### src/rtl/addsub_pkg.sv
// addsub_pkg: shared FSM encoding and operand width for the add/sub arbiter.
package addsub_pkg;
    localparam int OP_W = 4;
    typedef enum logic [1:0] {IDLE = 2'd0, EXEC = 2'd1, HOLD = 2'd2} state_t;
endpackage

### src/rtl/add_sub.sv
// add_sub: ripple add/sub; subtraction inverts b and injects the +1 as carry-in.
module add_sub import addsub_pkg::*; (
    input  logic [OP_W-1:0] i_a,
    input  logic [OP_W-1:0] i_b,
    input  logic            i_sub,
    output logic [OP_W-1:0] o_sum,
    output logic            o_carry
);
    logic [OP_W:0] w_c;
    assign w_c[0] = i_sub;
    for (genvar g = 0; g < OP_W; g++) begin : g_bit
        fa u_fa (
            .i_a(i_a[g]),
            .i_b(i_b[g] ^ i_sub),
            .i_c(w_c[g]),
            .o_s(o_sum[g]),
            .o_c(w_c[g+1])
        );
    end
    assign o_carry = w_c[OP_W];
endmodule

### src/rtl/fa.sv
// fa: one-bit full adder cell.
module fa (
    input  logic i_a,
    input  logic i_b,
    input  logic i_c,
    output logic o_s,
    output logic o_c
);
    assign o_s = i_a ^ i_b ^ i_c;
    assign o_c = (i_a & i_b) | (i_c & (i_a ^ i_b));
endmodule

### src/rtl/addsub_arbiter.sv
// addsub_arbiter: two requesters share one add/sub datapath under round-robin arbitration.
module addsub_arbiter import addsub_pkg::*; #(
    parameter int CNT_W = 8
) (
    input  logic             clk,
    input  logic             rst,
    input  logic [1:0]       req_valid,
    input  logic [OP_W-1:0]  req_a0,
    input  logic [OP_W-1:0]  req_b0,
    input  logic [OP_W-1:0]  req_a1,
    input  logic [OP_W-1:0]  req_b1,
    input  logic [1:0]       req_sub,
    output logic [1:0]       req_ready,
    output logic             resp_valid,
    input  logic             resp_ready,
    output logic [OP_W-1:0]  resp_sum,
    output logic             resp_carry,
    output logic             resp_id,
    output logic [CNT_W-1:0] op_count
);
    state_t          r_state, w_next;
    logic            r_last;
    logic [OP_W-1:0] r_a, r_b, w_sum;
    logic            r_sub, r_id, w_carry;
    logic [1:0]      w_grant;
    // r_last holds the most recently granted requester; the other one wins a tie
    always_comb begin
        w_grant = (r_state == IDLE && !rst) ? ((&req_valid) ? (r_last ? 2'b01 : 2'b10) : req_valid) : 2'b00;
        w_next  = (r_state == IDLE) ? ((|req_valid) ? EXEC : IDLE) :
                  (r_state == EXEC) ? HOLD :
                  (r_state == HOLD) ? (resp_ready ? IDLE : HOLD) : IDLE;
    end
    assign req_ready = w_grant;
    always_ff @(posedge clk) begin
        if (rst) r_state <= IDLE;
        else     r_state <= w_next;
    end
    always_ff @(posedge clk) begin
        if (rst) begin
            r_last     <= 1'b1;
            resp_valid <= 1'b0;
            resp_sum   <= '0;
            resp_carry <= 1'b0;
            resp_id    <= 1'b0;
            op_count   <= '0;
        end else begin
            if (|w_grant) begin
                r_a    <= w_grant[1] ? req_a1 : req_a0;
                r_b    <= w_grant[1] ? req_b1 : req_b0;
                r_sub  <= w_grant[1] ? req_sub[1] : req_sub[0];
                r_id   <= w_grant[1];
                r_last <= w_grant[1];
            end
            if (r_state == EXEC) begin
                resp_valid <= 1'b1;
                resp_sum   <= w_sum;
                resp_carry <= w_carry;
                resp_id    <= r_id;
            end
            if (r_state == HOLD && resp_ready) begin
                resp_valid <= 1'b0;
                op_count   <= op_count + CNT_W'(1);
            end
        end
    end
    add_sub u_add_sub (
        .i_a(r_a),
        .i_b(r_b),
        .i_sub(r_sub),
        .o_sum(w_sum),
        .o_carry(w_carry)
    );
endmodule
### config.mk
export PLATFORM = sky130hd
export DESIGN_NAME = addsub_arbiter
export DESIGN_NICKNAME = d
export VERILOG_FILES = /design/src/rtl/addsub_pkg.sv /design/src/rtl/add_sub.sv /design/src/rtl/fa.sv /design/src/rtl/addsub_arbiter.sv
export SDC_FILE = /design/constraint.sdc
export NUM_CORES = 1
export LEC_CHECK = 0
export CORE_MARGIN = 4
export CORE_UTILIZATION = 49
export DETAILED_ROUTE_END_ITERATION = 6
export HOLD_SLACK_MARGIN = 0.06
export PLACE_DENSITY = 0.93
export RECOVER_POWER = 100
export SETUP_SLACK_MARGIN = 0.3
export SYNTH_ARGS = -nofsm -noshare
export SYNTH_HDL_FRONTEND = slang
export SYNTH_SLANG_ARGS = --single-unit
### constraint.sdc
create_clock -name clk -period 5.8 [get_ports clk]
set_clock_uncertainty 0.1 [all_clocks]
set_input_delay 0.87 -clock clk [delete_from_list [all_inputs] [get_ports clk]]
set_output_delay 0.87 -clock clk [all_outputs]
set_load 0.01 [all_outputs]
# == Word-level counts from Yosys, hierarchy flattened ==
# Cells that the tools add are included.
# totals
out_inout_bits,17
ff_bits,28
elab_cells,59
in_bits,23
# classes
bitwise_logic,25
mux,11
n_eq_ne,2
reduce_logical,9
add_sub_neg,1
# ops
operator,count
$mux W2,7
$xor A1 B1 Y1,12
$add A8 B1 Y8 const B,1
$and A1 B1 Y1,8
$mux W4,2
$reduce_or A2 Y1,3
$or A1 B1 Y1,4
$reduce_and A2 Y1,2
$eq A2 B1 Y1 const B,1
$eq A2 B2 Y1 const B,1
$logic_and A1 B1 Y1,2
$logic_not A2 Y1,1
$mux W1,2
$logic_not A1 Y1,1
$not A1 Y1,1

# == Longest topological paths before layout ==
# logic_depth
word_depth,10
ltp_mapped,7
depth_no_buf,7

# == Modules after synthesis ==
# Synthesis repeated with hierarchy kept, for this count alone.
# unflattened
hier_cells,107
area_unflattened_um2,1297.5
# modules_own_cells
module,n_inst,cells_each,area_each_um2,seq_area_each_um2
addsub_arbiter,1,99,1182.4,660.6
fa,4,1,20.0,0.0
add_sub,1,4,35.0,0.0

# == Least setup slack after synthesis ==
# No wires, ideal clock.
# synth_path
path_type,input port to output port
from,in rst
to,out req_ready[1]
t_required_ns,4.830
arrival_time_ns,1.625
path_slack_ns,3.205
stages,4
cell_sequence,clkbuf_1 nor3_2 nand3_2 inv_1
# synth_via
elab_chain_len,3
# synth_rtl
element,line,text
from (decl),addsub_arbiter.sv:6,"input logic rst,"
$logic_not A1 Y1,addsub_arbiter.sv:28,w_grant = (r_state == IDLE && !rst) ? ((&req_valid) ? (r_last ? 2'b01 : 2'b10) : req_valid) : 2'b00;
$logic_and A1 B1 Y1,addsub_arbiter.sv:28,
$mux W2,addsub_arbiter.sv:28,
to (decl),addsub_arbiter.sv:13,"output logic [1:0] req_ready,"
# No other way between the ends.

# == Final worst setup path ==
# Same ends and word-level chain as after synthesis.

==> flow_summary.yaml <==
worst_setup_path:
  slowest_stage: "dlygate4sd3_1"
  worst-path-buf-inv: 3
  crit_family: "buffers and inverters"
  arrival_ps: 3290
  critPathKind: "primary input to primary output"
  cp_max_fo: 18
  endpoint_kind: "primary output"
  worstPathRequired_ps: 4830
  slowest_delay_ps: 780
  crit_top_cell: "dlygate4sd3_1"
  crit_chain: "dlygate4sd3_1, nor3_1, nand3_1, inv_1, dlygate4sd3_1"
  critPathLaunchType: "primary input"
routing:
  vias: 948
  wl_per_cell_um: 13.2
  ant_nets: 0
  drt-initial-drc-count: 14
  via_per_inst: 5.30
  postRouteWirelength_um: 2360
  firstDrtPassIters: 4
  drc_errors: 0
synth:
  synth.distinct_cells: 31
  syn_nets: 136
  yosysSeqAreaShare_pct: 52.2
  ys_top_cells_by_count: "dfxtp_1 (18), nor2_1 (13), edfxtp_1 (10)"
  ys_ff_latch: 28
  syn_area_mm2: 0.00126
  synth_flop_cell: "dfxtp_1"
  synth_area_leader_cell: "dfxtp_1"
  yosysWarningCount: 0
  yosysMostFrequentCell: "dfxtp_1"
  synth_area_leaders: "dfxtp_1 (28%), edfxtp_1 (24%), mux2_2 (8.0%), fa_1 (4.7%), mux2i_1 (4.0%)"
  synthCells: 109
  async_flop_share_pct: 0
  synth.avg_cell_area_um2: 11.6
  synth_top_cell_area_share_pct: 28.5
  synth_edf_count: 10
clock_tree:
  cts_buffers: 3
  cts_max_path_buffers: 2
  tritoncts: "done"
  htreeDepth: 1
  hold_buffers: 0
  clk_latency_ps: 330
  post_cts_resized: 0
  cts_sinks: 28
  root_buffer: "clkbuf_4"
  clkSlewWorstSetupHoldPaths_ps: 140
  post_cts_buffers: 0
floorplan:
  core_area_mm2: 0.00248
  row_count: 18
  io_pins: 40
  start_util_pct: 51.1
  fp.dieH_um: 58.8
  dieArea_mm2: 0.00346
  die_x_um: 58.8
power_and_ir_drop:
  p_per_area_mw_per_mm2: 246
  p_leak_nw: 0.674
  vdd_drop_max_v: 0.000182
  power.total_mw: 0.421
grt:
  grt_pass1_vias: 952
  grt_busiest_layer: "met2"
  grt_first_pass_wirelength_um: 3820
  grt_use_total_pct: 14.5
  grt_max_degree: 19
  antenna_found_initial: 0
  overflow: 0
  grt_util_met1_pct: 15.9
  use_met2_pct: 26.3
  met3_usage_pct: 3.73
sta:
  tightest_slew_ps: 768
  fmax_mhz: 235
  rsz0062_at_grt: "no"
  finalSetupViolations: 0
  max_slew_margin_pct: 48.7
  final_hold_viol_count: 0
  maxSlewViolCount: 0
  fin_crit_ps: 4260
  fin_setup_tns_ps: 0
  min_period_over_period_pct: 73.5
cells_and_area:
  final_nets: 177
  fill_cells: 198
  area_growth_pct: 35.2
  stdcell_count: 179
  drive_gt1_share_pct: 8.72
  diodes: 0
placement:
  dp_hpwl_um: 1900
  dpl.cell_count: 175
  place_congestion: 0.867
  io_buffers: 39
status:
  status: "finished, final reports clean"
flow_run:
  maxCapViolCount: 0
hold_path:
  hp-class: "register to register"
tightest hold or removal path: cells and delay by family (launching register included):
kind | cells | cell delay (ps)
AOI/OAI and AO/OA | 2 | 130
DFF | 1 | 340
power by group:
group          internal [mW]  switching, mW  total (mW)  leakage, nW
registers              0.218        0.00815       0.226        0.241
clock network         0.0699         0.0556       0.126       0.0279
logic                 0.0401         0.0294      0.0695        0.405
worst paths after layout:
check / end / cells after the start / slack (ps) / startpoint
max: req_ready[1] / 5 / 1540 / rst
min: op_count[7] / 2 / 390 / op_count[7]
max reg2reg: resp_sum[3] / 7 / 3440 / r_sub
min reg2reg: op_count[7] / 2 / 390 / op_count[7]
cells in the final DEF, fill, tap and decap left out, types with 3 or more instances in the layout:
master / n
clkdlybuf4s50_1: 20
dlygate4sd3_1: 19
dfxtp_1: 18
nor2_1: 13
edfxtp_1: 10
mux2_2: 9
mux2i_1: 5
a21oi_1: 5
nand2_1: 4
inv_1: 4
o21ai_0: 4
xnor2_1: 3
xor2_1: 3
a211oi_1: 3
or3_1: 3
fa_1: 3
clkbuf_4: 3
logic make-up (layout without fill, tap and decap cells):
kind of cell / Yosys count / after routing / share of synthesized area, %
fa+ha+maj: 4 / 4 / 5.74
simple gates: 33 / 33 / 15.2
xor+xnor: 6 / 6 / 4.16
mux: 14 / 14 / 12.0
compound gates: 17 / 17 / 8.51
flops: 28 / 28 / 52.2
buf+inv: 7 / 47 / 2.17
per-stage QoR:
| step | utilization (%) | hold WS (ps) | instance area [um^2] | setup WS, ps |
|---|---|---|---|---|
| after floorplan | - | 356 | 1260 | 3200 |
| after global placement | 67.8 | 362 | 1680 | 1950 |
| after detailed placement | 67.8 | 381 | 1680 | 1860 |
| after CTS | 69.9 | 400 | 1730 | 1820 |
| after global routing | 69.0 | 442 | 1710 | 1330 |
| final | 69.0 | 394 | 1710 | 1540 |
per-layer routing:
metal / part of all wire [%] / up-vias
met5: 0 / -
met4: 1.7 / 0
met3: 9.0 / 4
met2: 50 / 36
met1: 39 / 440
li1: - / 468
final cells by class:
cell class	count	area, um^2	area share [%]
flip-flops and latches	28	661	38.6
multi-input cells	74	554	32.4
repair buffers	39	390	22.8
well taps	30	37.5	2.19
clock inverters	1	30.0	1.76
clock buffers	3	22.5	1.32
inverters	4	15.0	0.878
flip-flops by register name (all words and copies together) (netlist names):
| register | cells |
|---|---|
| r_a | 4 |
| resp_id | 1 |
| resp_valid | 1 |
| resp_sum | 4 |
| r_state | 2 |
| r_sub | 1 |
| r_b | 4 |
| r_last | 1 |
| resp_carry | 1 |
| r_id | 1 |
| op_count | 8 |
Power figures use the tool's default switching activity.
